[src/rtl/reg_exec_sequencer.sv]
// Multi-cycle execute sequencer: sole master of a 16x4 register bank.
// Fetches operands over the bank's 1-cycle read port, runs the ALU, writes back.
module reg_exec_sequencer #(
    parameter int DATA_W = 4,
    parameter int ADDR_W = 4
) (
    input  logic                  clk,
    input  logic                  rst,
    input  logic [4+2*ADDR_W-1:0] instr,
    input  logic                  instr_valid,
    output logic                  instr_ready,
    output logic                  rb_readEn,
    output logic                  rb_writeEn,
    output logic [ADDR_W-1:0]     rb_addressBus,
    output logic [DATA_W-1:0]     rb_writeData,
    input  logic [DATA_W-1:0]     rb_readData,
    output logic                  done,
    output logic                  illegal_op,
    output logic                  carry_flag,
    output logic                  zero_flag
);

    localparam int IW = 4 + 2*ADDR_W;

    localparam logic [3:0] OP_LDI  = 4'd1;
    localparam logic [3:0] OP_MOV  = 4'd2;
    localparam logic [3:0] OP_ADD  = 4'd3;
    localparam logic [3:0] OP_SUB  = 4'd4;
    localparam logic [3:0] OP_AND  = 4'd5;
    localparam logic [3:0] OP_OR   = 4'd6;
    localparam logic [3:0] OP_XOR  = 4'd7;
    localparam logic [3:0] OP_ADDI = 4'd8;
    localparam logic [3:0] OP_NOT  = 4'd9;

    typedef enum logic [2:0] {IDLE, READ_A, READ_B, EXEC, WB} state_t;

    state_t              state, state_nx;
    logic [3:0]          opcode;
    logic [ADDR_W-1:0]   rd, rs;
    logic [DATA_W-1:0]   op_a, result;
    logic [DATA_W-1:0]   alu_a, alu_b;
    logic [DATA_W:0]     alu_out;
    logic [3:0]          acc_op;
    logic                acc_reads, two_src, one_src, writes, upd_zero, upd_carry;

    // Bit DATA_W carries the ADD carry-out or the SUB borrow.
    function automatic logic [DATA_W:0] alu(input logic [3:0] op,
                                            input logic [DATA_W-1:0] a,
                                            input logic [DATA_W-1:0] b);
        case (op)
            OP_ADD, OP_ADDI: alu = {1'b0, a} + {1'b0, b};
            OP_SUB:          alu = {1'b0, a} - {1'b0, b};
            OP_AND:          alu = {1'b0, a & b};
            OP_OR:           alu = {1'b0, a | b};
            OP_XOR:          alu = {1'b0, a ^ b};
            OP_NOT:          alu = {1'b0, ~a};
            default:         alu = {1'b0, b};
        endcase
    endfunction

    assign acc_op    = instr[IW-1 -: 4];
    assign acc_reads = (acc_op >= OP_MOV) && (acc_op <= OP_NOT);
    assign two_src   = (opcode >= OP_MOV) && (opcode <= OP_XOR);
    assign one_src   = (opcode == OP_ADDI) || (opcode == OP_NOT);
    assign writes    = (opcode >= OP_LDI) && (opcode <= OP_NOT);
    assign upd_zero  = (opcode >= OP_ADD) && (opcode <= OP_NOT);
    assign upd_carry = (opcode == OP_ADD) || (opcode == OP_SUB) || (opcode == OP_ADDI);

    // In EXEC the bank is presenting the last operand this very cycle.
    assign alu_a   = one_src ? rb_readData : op_a;
    assign alu_b   = (opcode == OP_ADDI) ? DATA_W'(rs) : rb_readData;
    assign alu_out = alu(opcode, alu_a, alu_b);

    always_ff @(posedge clk) begin
        if (rst) begin
            state      <= IDLE;
            opcode     <= '0;
            rd         <= '0;
            rs         <= '0;
            op_a       <= '0;
            result     <= '0;
            carry_flag <= 1'b0;
            zero_flag  <= 1'b0;
        end else begin
            state <= state_nx;
            case (state)
                IDLE: begin
                    if (instr_valid) begin
                        opcode <= acc_op;
                        rd     <= instr[2*ADDR_W-1 -: ADDR_W];
                        rs     <= instr[ADDR_W-1:0];
                    end
                end
                READ_B: op_a <= rb_readData;
                EXEC: begin
                    result <= alu_out[DATA_W-1:0];
                    if (upd_zero)  zero_flag  <= (alu_out[DATA_W-1:0] == '0);
                    if (upd_carry) carry_flag <= alu_out[DATA_W];
                end
                default: ;
            endcase
        end
    end

    always_comb begin
        state_nx      = state;
        instr_ready   = 1'b0;
        rb_readEn     = 1'b0;
        rb_writeEn    = 1'b0;
        rb_addressBus = '0;
        rb_writeData  = '0;
        done          = 1'b0;
        illegal_op    = 1'b0;
        case (state)
            IDLE: begin
                instr_ready = 1'b1;
                if (instr_valid) state_nx = acc_reads ? READ_A : WB;
            end
            READ_A: begin
                rb_readEn     = 1'b1;
                rb_addressBus = rd;
                state_nx      = two_src ? READ_B : EXEC;
            end
            READ_B: begin
                rb_readEn     = 1'b1;
                rb_addressBus = rs;
                state_nx      = EXEC;
            end
            EXEC: state_nx = WB;
            WB: begin
                done          = 1'b1;
                illegal_op    = (opcode > OP_NOT);
                rb_addressBus = rd;
                if (writes) begin
                    rb_writeEn   = 1'b1;
                    rb_writeData = (opcode == OP_LDI) ? DATA_W'(rs) : result;
                end
                state_nx = IDLE;
            end
            default: state_nx = IDLE;
        endcase
    end

endmodule

[config.mk]
export PLATFORM = sky130hd
export DESIGN_NAME = reg_exec_sequencer
export DESIGN_NICKNAME = d
export VERILOG_FILES = /design/src/rtl/reg_exec_sequencer.sv
export SDC_FILE = /design/constraint.sdc
export NUM_CORES = 1
export LEC_CHECK = 0
export CORE_UTILIZATION = 52
export CTS_CLUSTER_SIZE = 40
export DETAILED_ROUTE_END_ITERATION = 10
export PLACE_DENSITY = 0.87
export RECOVER_POWER = 100
export SKIP_CTS_REPAIR_TIMING = 1
export SLEW_MARGIN = 30
export SYNTH_ARGS = -nofsm -noshare
export SYNTH_HDL_FRONTEND = slang
export SYNTH_SLANG_ARGS = --single-unit
[constraint.sdc]
create_clock -name clk -period 3.3 [get_ports clk]
set_input_delay 0.66 -clock clk [delete_from_list [all_inputs] [get_ports clk]]
set_output_delay 0.66 -clock clk [all_outputs]
set_load 0.02 [all_outputs]
Word-level counts from Yosys, hierarchy flattened
Cells that the tools add are included.
- $add $sub $neg: 2
- order comparisons: 8
- equality and inequality tests: 13
- muxes and demuxes: 17
- bitwise gates (word level): 4
- reduce and logical (&&, ||, !) cells: 15
- operator list (cell ; count):
    $pmux 5 s6 ; 1
    $mux 4 ; 5
    $eq 4x3->1 const B ; 4
    $ge 4x2->1 const B ; 3
    $pmux 3 s4 ; 1
    $eq 4x4->1 const B ; 2
    $le 4x4->1 const B ; 2
    $pmux 4 s2 ; 1
    $mux 1 ; 7
    $eq 3x2->1 const B ; 2
    $mux 3 ; 2
    $reduce_and 2->1 ; 3
    $reduce_or 2->1 ; 3
    $add 4x4->5 ; 1
    $sub 4x4->5 ; 1
    $and 4x4->4 ; 1
    $eq 4x1->1 const B ; 1
    $eq 4x2->1 const B ; 1
    $ge 4x1->1 const B ; 1
    $gt 4x4->1 const B ; 1
    $le 4x3->1 const B ; 1
    $logic_and 1x1->1 ; 4
    $logic_not 4->1 ; 1
    $not 4->4 ; 1
    7 further kinds ; 9
- register bits: 25
- bits of input ports: 19
- word-level logic and storage cells: 67

Depth between registers and ports, before layout
Gate-level depths: netlist of run 1.
- depth after elaboration: 6
- gate-level depth with buffers: 13
- depth with buffers taken out: 11

Worst setup path before layout of run 1
No wires, ideal clock.
- kind: register to register
- start point: reg opcode[2]
- end point: reg zero_flag
- data arrival time: 2841 ps
- data required time: 3216 ps
- setup slack: 375 ps
- stages on the path, launching flop included: 13
- clock period less this slack: 2925 ps
- path through: dfxtp_1 buf_2 nor4b_4 mux2i_1 nor2_1 xor2_1 fa_1 mux2i_1 o32a_1 nand2_1 a21oi_1 nand4_1 o31ai_2
- cells in the longest elaborated chain, start to end: 6
- RTL lines (element ; RTL line ; RTL):
    start, declared ; 38 ; logic [3:0] opcode;
    start signal, assigned ; 89 ; opcode <= acc_op;
    $eq 4x4->1 (on tied branches) ; 50, 64, 71 ;
    $logic_or 1x1->1 ; 64 ; assign one_src = (opcode == OP_ADDI) || (opcode == OP_NOT);
    $mux 4 ; 70 ; assign alu_a = one_src ? rb_readData : op_a;
    $sub 4x4->5, or another cell as far along ; 52 ; OP_SUB: alu = {1'b0, a} - {1'b0, b};
    $pmux 5 s6 ; 50 ; case (op)
    $logic_not 4->1 ; 97 ; if (upd_zero) zero_flag <= (alu_out[DATA_W-1:0] == '0);
    end signal, assigned ; 97 ;
    end, declared ; 20 ; output logic zero_flag
Several ways; a longest one is shown, not always the timed one.
A chain may end at the register's enable or synchronous reset.

Worst setup path after layout of run 1
- start point: reg opcode[2]
- end point: out rb_writeData[2]
- cells in the longest elaborated chain, start to end: 4
- RTL lines (element ; RTL line ; RTL):
    $ge 4x1->1, or another cell as far along ; 65 ; assign writes = (opcode >= OP_LDI) && (opcode <= OP_NOT);
    $logic_and 1x1->1 or $mux 4 (tied branches) ; 65, 136 ;
    $mux 4 * ; 134 ; if (writes) begin
    $mux 4 * ; 114 ; case (state)
    end, declared ; 15 ; output logic [DATA_W-1:0] rb_writeData,
Every way passes the cells marked *; elsewhere a longest branch is shown, timed or not.

==> reports/results.ini, run 1 <==
[run_status]
status=complete, no violations

[routing]
drt-pass1-iter-count=5
vias=1870
drtAntennaViolNets=0
finalWirelength_mm=4.829
via_per_inst=5.754
first_iter_violations=128
drc=0
avgRoutedWirePerCell_um=14.86

[cts]
cts_tree=done
clock-sinks=25
cts.path.max_buffers=2
cts-htree-levels=1
insertion_delay_ps=340
cts_buffers=3
clk_pin_slew_worst_paths_ps=150
cts-root-buf=clkbuf_4

[global_routing]
grt_pass1_vias=1616
gr-usage-met3=0.05383
grtUsageMet2=0.4363
grt_start_max_net_pins=22
grt_overflow=0
grt_use_total=0.2737
grt_pass1_wl_mm=7.562
grt.busiest_layer=met2
antenna_found_initial=0
met1_usage=0.3691

[cells_and_area]
drive_above_1_share=0.07885
nNetsFinal=309
final_util=0.6737
area_growth_pct=23.06
n_antenna_cell=0
fillers=297

[synth]
synth_top_area_frac=0.2697
yosysMostFrequentCell=nand2_1
synth_flop_cell=dfxtp_1
ys_top_cells_by_count=39 x nand2_1, 32 x nor2_1, 25 x a21oi_1, 25 x dfxtp_1, 16 x mux2i_1
synth_edf_count=0
yosysSeqAreaShare=0.2697
synth_area_leaders=dfxtp_1 27%, mux2i_1 8.6%, nand2_1 7.9%
ys_warn_count=0
ys_ff_latch=25
yosysTopAreaCell=dfxtp_1
synth_area_mm2=0.001856
syn_area_per_cell_um2=7.512
syn_nets=276
async_flop_share=0
synth_cells=247
yosysUniqueCellTypes=50

[floorplanning]
rows=21
start_util=0.5474
fp.dieArea_mm2=0.003811
dieHeight_um=61.74
pin_count=34
core_area_mm2=0.003390
die-width_um=61.74

[critical_path]
critPathMaxFanout=9
crit_path_end_kind=output port
arrival_ps=2440
crit_type=flop to output port
startpoint_type=flop
cp_data_required_time_ps=2640

[run]
maxCapViolCount=0

[pwr]
swShare=0.4116
powerDensity_mw_per_mm2=420.6
ir_drop_mv=0.3077
p_leak_nw=0.9314
internal_power_w=0.0005652
p_seq_frac=0.379
clock_power_share=0.161
p_switching_w=0.0003953
power_frac_comb=0.460

[timing]
rsz0062_at_grt=no
fin_setup_tns_ps=0
max_slew.worst_pin.slew_ps=873.2
min_period_over_period=0.9406
hold_viol=0
fin_crit_ps=3104
fin_skew_ps=7.136
final_max_slew_viol_count=0
max_freq_mhz=322.2
maxSlewHeadroom=0.4179
setup_viol=0

[worst_hold_path]
hold_class=flop to flop

[placed_design]
io_buffers=33
dp.final_hpwl_mm=3.617
gp_congestion=0.9208

-- worst paths after layout --
path | startpoint | endpoint | slack (ps) | cells after the start
min | rd[3]$_SDFFE_PP0P_ | rd[3]$_SDFFE_PP0P_ | 470 | 2
min reg2reg | rd[3]$_SDFFE_PP0P_ | rd[3]$_SDFFE_PP0P_ | 470 | 2
max reg2reg | opcode[2]$_SDFFE_PP0P_ | zero_flag$_SDFFE_PP0P_ | 260 | 11
max | opcode[2]$_SDFFE_PP0P_ | rb_writeData[2] | 200 | 6
-- power by group through the flow --
stage,clock network [W],logic [W],registers (W)
floorplan,0,0.000319,0.000355
global placement,0,0.000433,0.000370
detailed placement,0,0.000440,0.000370
CTS,0.000158,0.000445,0.000363
global route,0.000171,0.000483,0.000369
finish,0.000155,0.000442,0.000364
-- area by class of cell --
| class | count | area (µm²) | share of cell area |
|---|---|---|---|
| multi-input cells | 192 | 1234 | 0.5403 |
| flip-flops and latches | 25 | 500.5 | 0.2192 |
| repair buffers | 44 | 409.1 | 0.1792 |
| well taps | 46 | 57.56 | 0.02521 |
| inverters | 14 | 52.55 | 0.02301 |
| clock buffers | 3 | 22.52 | 0.009863 |
| clock inverters | 1 | 7.507 | 0.003288 |
-- metal layers --
| metal | routed length, µm | part of all wire | up-vias |
|---|---|---|---|
| met5 | 0 | 0 | - |
| met1 | 2160 | 0.45 | 866 |
| met3 | 296 | 0.061 | 10 |
| met4 | 93 | 0.019 | 0 |
| li1 | - | - | 924 |
| met2 | 2278 | 0.47 | 70 |
-- per-stage QoR --
| stage | setup WS (ps) | area, µm² | hold WS [ps] | cells | total power [W] |
|---|---|---|---|---|---|
| floorplan | 375.1 | 1856 | 431.2 | 247 | 0.0006734 |
| global route | 41.82 | 2283 | 490.7 | 325 | 0.001024 |
| finish | 196.1 | 2283 | 473.4 | 325 | 0.0009605 |
| detailed placement | 74.03 | 2257 | 449.9 | 321 | 0.0008103 |
| CTS | 272.7 | 2287 | 471.0 | 325 | 0.0009659 |
| global placement | 157.7 | 2257 | 437.1 | 321 | 0.0008022 |
-- flip-flops by register name (all words and copies together), names as in the netlist --
register	flops
zero_flag	1
result	4
rd	4
opcode	4
rs	4
state	3
carry_flag	1
op_a	4
-- cell families after synthesis --
family	Yosys count	share of synthesized area
AO/OA/AOI/OAI	65	0.2367
XOR/XNOR	8	0.03776
adder cells (fa/ha/maj)	10	0.07148
buffers and inverters	30	0.06540
flip-flops	25	0.2697
multiplexers	17	0.09440
AND/OR/NAND/NOR	92	0.2246
-- critical path, cell delays in order (launching register included) --
cell	delay [ps]
dfxtp_1	450
buf_4	220
nor2_1	160
and3_1	320
mux2i_1	260
nor2_1	50
dlygate4sd3_1	640
-- cells in the final DEF, fill, tap and decap left out, drive strengths merged, types with 8 or more instances in the layout --
| cell | synthesis | final |
|---|---|---|
| o21ai | 8 | 8 |
| nand2 | 39 | 39 |
| dfxtp | 25 | 25 |
| clkdlybuf4s50 | 0 | 17 |
| inv | 14 | 14 |
| dlygate4sd3 | 0 | 16 |
| nor2 | 32 | 32 |
| mux2i | 16 | 16 |
| buf | 3 | 10 |
| ha | 9 | 9 |
| a21oi | 25 | 25 |
No activity file was read; power rests on OpenSTA's default activity.
==> run 2: changes to the inputs <==
Settings changed: CAP_MARGIN from default to 30, GPL_ROUTABILITY_DRIVEN from default to 1.
==> results of run 2 <==
Final layout, timing and power as in run 1 (identical DEF).
==> run 3: changes to the inputs <==
Settings changed: CORE_MARGIN from default to 3.
==> run 3 against run 2 <==
  * Core utilization did not move
  * Sequential share of layout area stayed put
  * Power is 1.6% lower
  * Global-route usage shrank 3.2 points
  * Sequential power rose by 1%
  * Highest routed layer unchanged
  * Clock skew barely moved
  * Sequential cell count is the same
  * Setup slack is essentially flat
  * Design area unchanged
  * Via count shrank 0.64%
==> reports/results.ini, run 3 (synthesis gave the netlist of run 1 again) <==
[floorplanning]
dieHeight_um=65.74  ; +6.5%
core_area_mm2=0.003390  ; unchanged
rows=21  ; unchanged
pin_count=34  ; unchanged
fp.dieArea_mm2=0.004321  ; +13%
die-width_um=65.74  ; +6.5%
start_util=0.5474  ; unchanged

[routing]
drc=0  ; unchanged
avgRoutedWirePerCell_um=14.89  ; +0.19%
drt-pass1-iter-count=4  ; -1
drtAntennaViolNets=0  ; unchanged
vias=1858  ; -0.64%
finalWirelength_mm=4.853  ; +0.50%
via_per_inst=5.699  ; -0.95%
first_iter_violations=141  ; +10%

[cells_and_area]
n_antenna_cell=0  ; unchanged
design_area_mm2=0.002283  ; unchanged
fillers=290  ; -2.4%
nNetsFinal=310  ; +0.32%
drive_above_1_share=0.07143  ; -0.007424
area_growth_pct=23.06  ; unchanged
layout_common_cells=39 x nand2_1, 32 x nor2_1, 25 x a21oi_1, 25 x dfxtp_1, 19 x clkdlybuf4s50_1
final_common_cell=nand2_1

[timing]
maxSlewHeadroom=0.5459  ; +0.1280
min_period_over_period=0.9405  ; about the same
final_max_slew_viol_count=0  ; unchanged
fin_skew_ps=7.370  ; +0.2344 ps
hold_viol=0  ; unchanged
setup_viol=0  ; unchanged
max_slew.worst_pin.slew_ps=681.2  ; -192.0 ps
max_freq_mhz=322.2  ; about the same
rsz0062_at_grt=no
fin_setup_tns_ps=0  ; unchanged
fin_crit_ps=3104  ; -0.2990 ps

[pwr]
ir_drop_mv=0.2599  ; -16%
powerDensity_mw_per_mm2=414.0  ; -1.6%
p_leak_nw=0.9279  ; -0.38%

[global_routing]
met1_usage=0.3218  ; -0.04729
grt_use_total=0.2414  ; -0.03226
antenna_found_initial=0  ; unchanged
grt_pass1_wl_mm=8.107  ; +7.2%
grt_pass1_vias=1715  ; +6.1%
gr-usage-met3=0.04103  ; -0.01280
grtUsageMet2=0.4055  ; -0.03075
grt.busiest_layer=met2
grt_overflow=0  ; unchanged
grt_start_max_net_pins=22  ; unchanged

[run_status]
status=complete, no violations

[cts]
cts-htree-levels=1  ; unchanged
cts_buffers=3  ; unchanged
cts.path.max_buffers=2  ; unchanged
cts-root-buf=clkbuf_4
clk_pin_slew_worst_paths_ps=140  ; about the same
insertion_delay_ps=320  ; -20 ps
cts_tree=done
clock-sinks=25  ; unchanged

[critical_path]
cp_data_required_time_ps=2640  ; about the same
arrival_ps=2440  ; about the same
startpoint_type=flop
crit_type=flop to output port
critPathMaxFanout=12  ; +3
crit_path_end_kind=output port

[placed_design]
dp.final_hpwl_mm=3.693  ; +2.1%
post_dp_cell_area_mm2=0.002250  ; -0.33%
gp_congestion=0.9555  ; +3.8%
io_buffers=33  ; unchanged

[worst_hold_path]
hold_class=flop to flop

[run]
maxCapViolCount=0  ; unchanged

## run 3: cell types whose count changed in the layout (fill, tap and decap cells not counted), sizes merged
cell           change
dlygate4sd3        -2
clkbuf             +2
clkdlybuf4s50      +2
clkinvlp           -1
## run 3: critical path: stages (launching register included)
cell and delay (ps):
dfxtp_1 660, buf_4 240, nor2_1 70, and3_1 260, mux2i_1 140, nor2_1 120, clkdlybuf4s50_1 640
## run 3: per-layer routing
metal  up-vias  routed length, µm
met3         7                426
li1        925                  -
met4         0                 65
met1       849               2050
met5         -                  0
met2        77               2311
## run 3: power by group
group          internal, W  total, W  switching, W
Sequential        0.000328  0.000368     0.0000396
Combinational     0.000191  0.000437      0.000245
Clock            0.0000474  0.000141     0.0000934
Total             0.000567  0.000945      0.000378
## run 3: layout make-up
| type | instances | area, µm² | area share |
|---|---|---|---|
| multi-input combinational | 192 | 1230 | 0.5386 |
| sequential | 25 | 500.5 | 0.2192 |
| timing repair buffer | 45 | 416.7 | 0.1825 |
| tap | 46 | 57.56 | 0.02521 |
| inverter | 14 | 52.55 | 0.02301 |
| clock buffer | 4 | 26.28 | 0.01151 |
## run 3: stage by stage
stage | power (W) | instances | util | setup WS, ps | hold slack, ps
after floorplan | 0.0006734 | 247 | - | 375.1 | 431.2
after global placement | 0.0007987 | 320 | 0.6637 | 186.9 | 438.0
after detailed placement | 0.0008094 | 320 | 0.6637 | 75.89 | 446.9
after CTS | 0.0009502 | 324 | 0.6715 | 198.8 | 470.3
after global routing | 0.001012 | 326 | 0.6737 | 5.614 | 499.7
final | 0.0009454 | 326 | 0.6737 | 196.4 | 472.8
## run 3: final timing paths
path,startpoint,to,slack (ps),depth (start not counted)
worst max-delay path,opcode[2]$_SDFFE_PP0P_,rb_writeData[0],200,6
worst min-delay path,result[2]$_SDFFE_PP0P_,result[2]$_SDFFE_PP0P_,470,2
worst max register to register,opcode[2]$_SDFFE_PP0P_,zero_flag$_SDFFE_PP0P_,200,11
worst min register to register,result[2]$_SDFFE_PP0P_,result[2]$_SDFFE_PP0P_,470,2
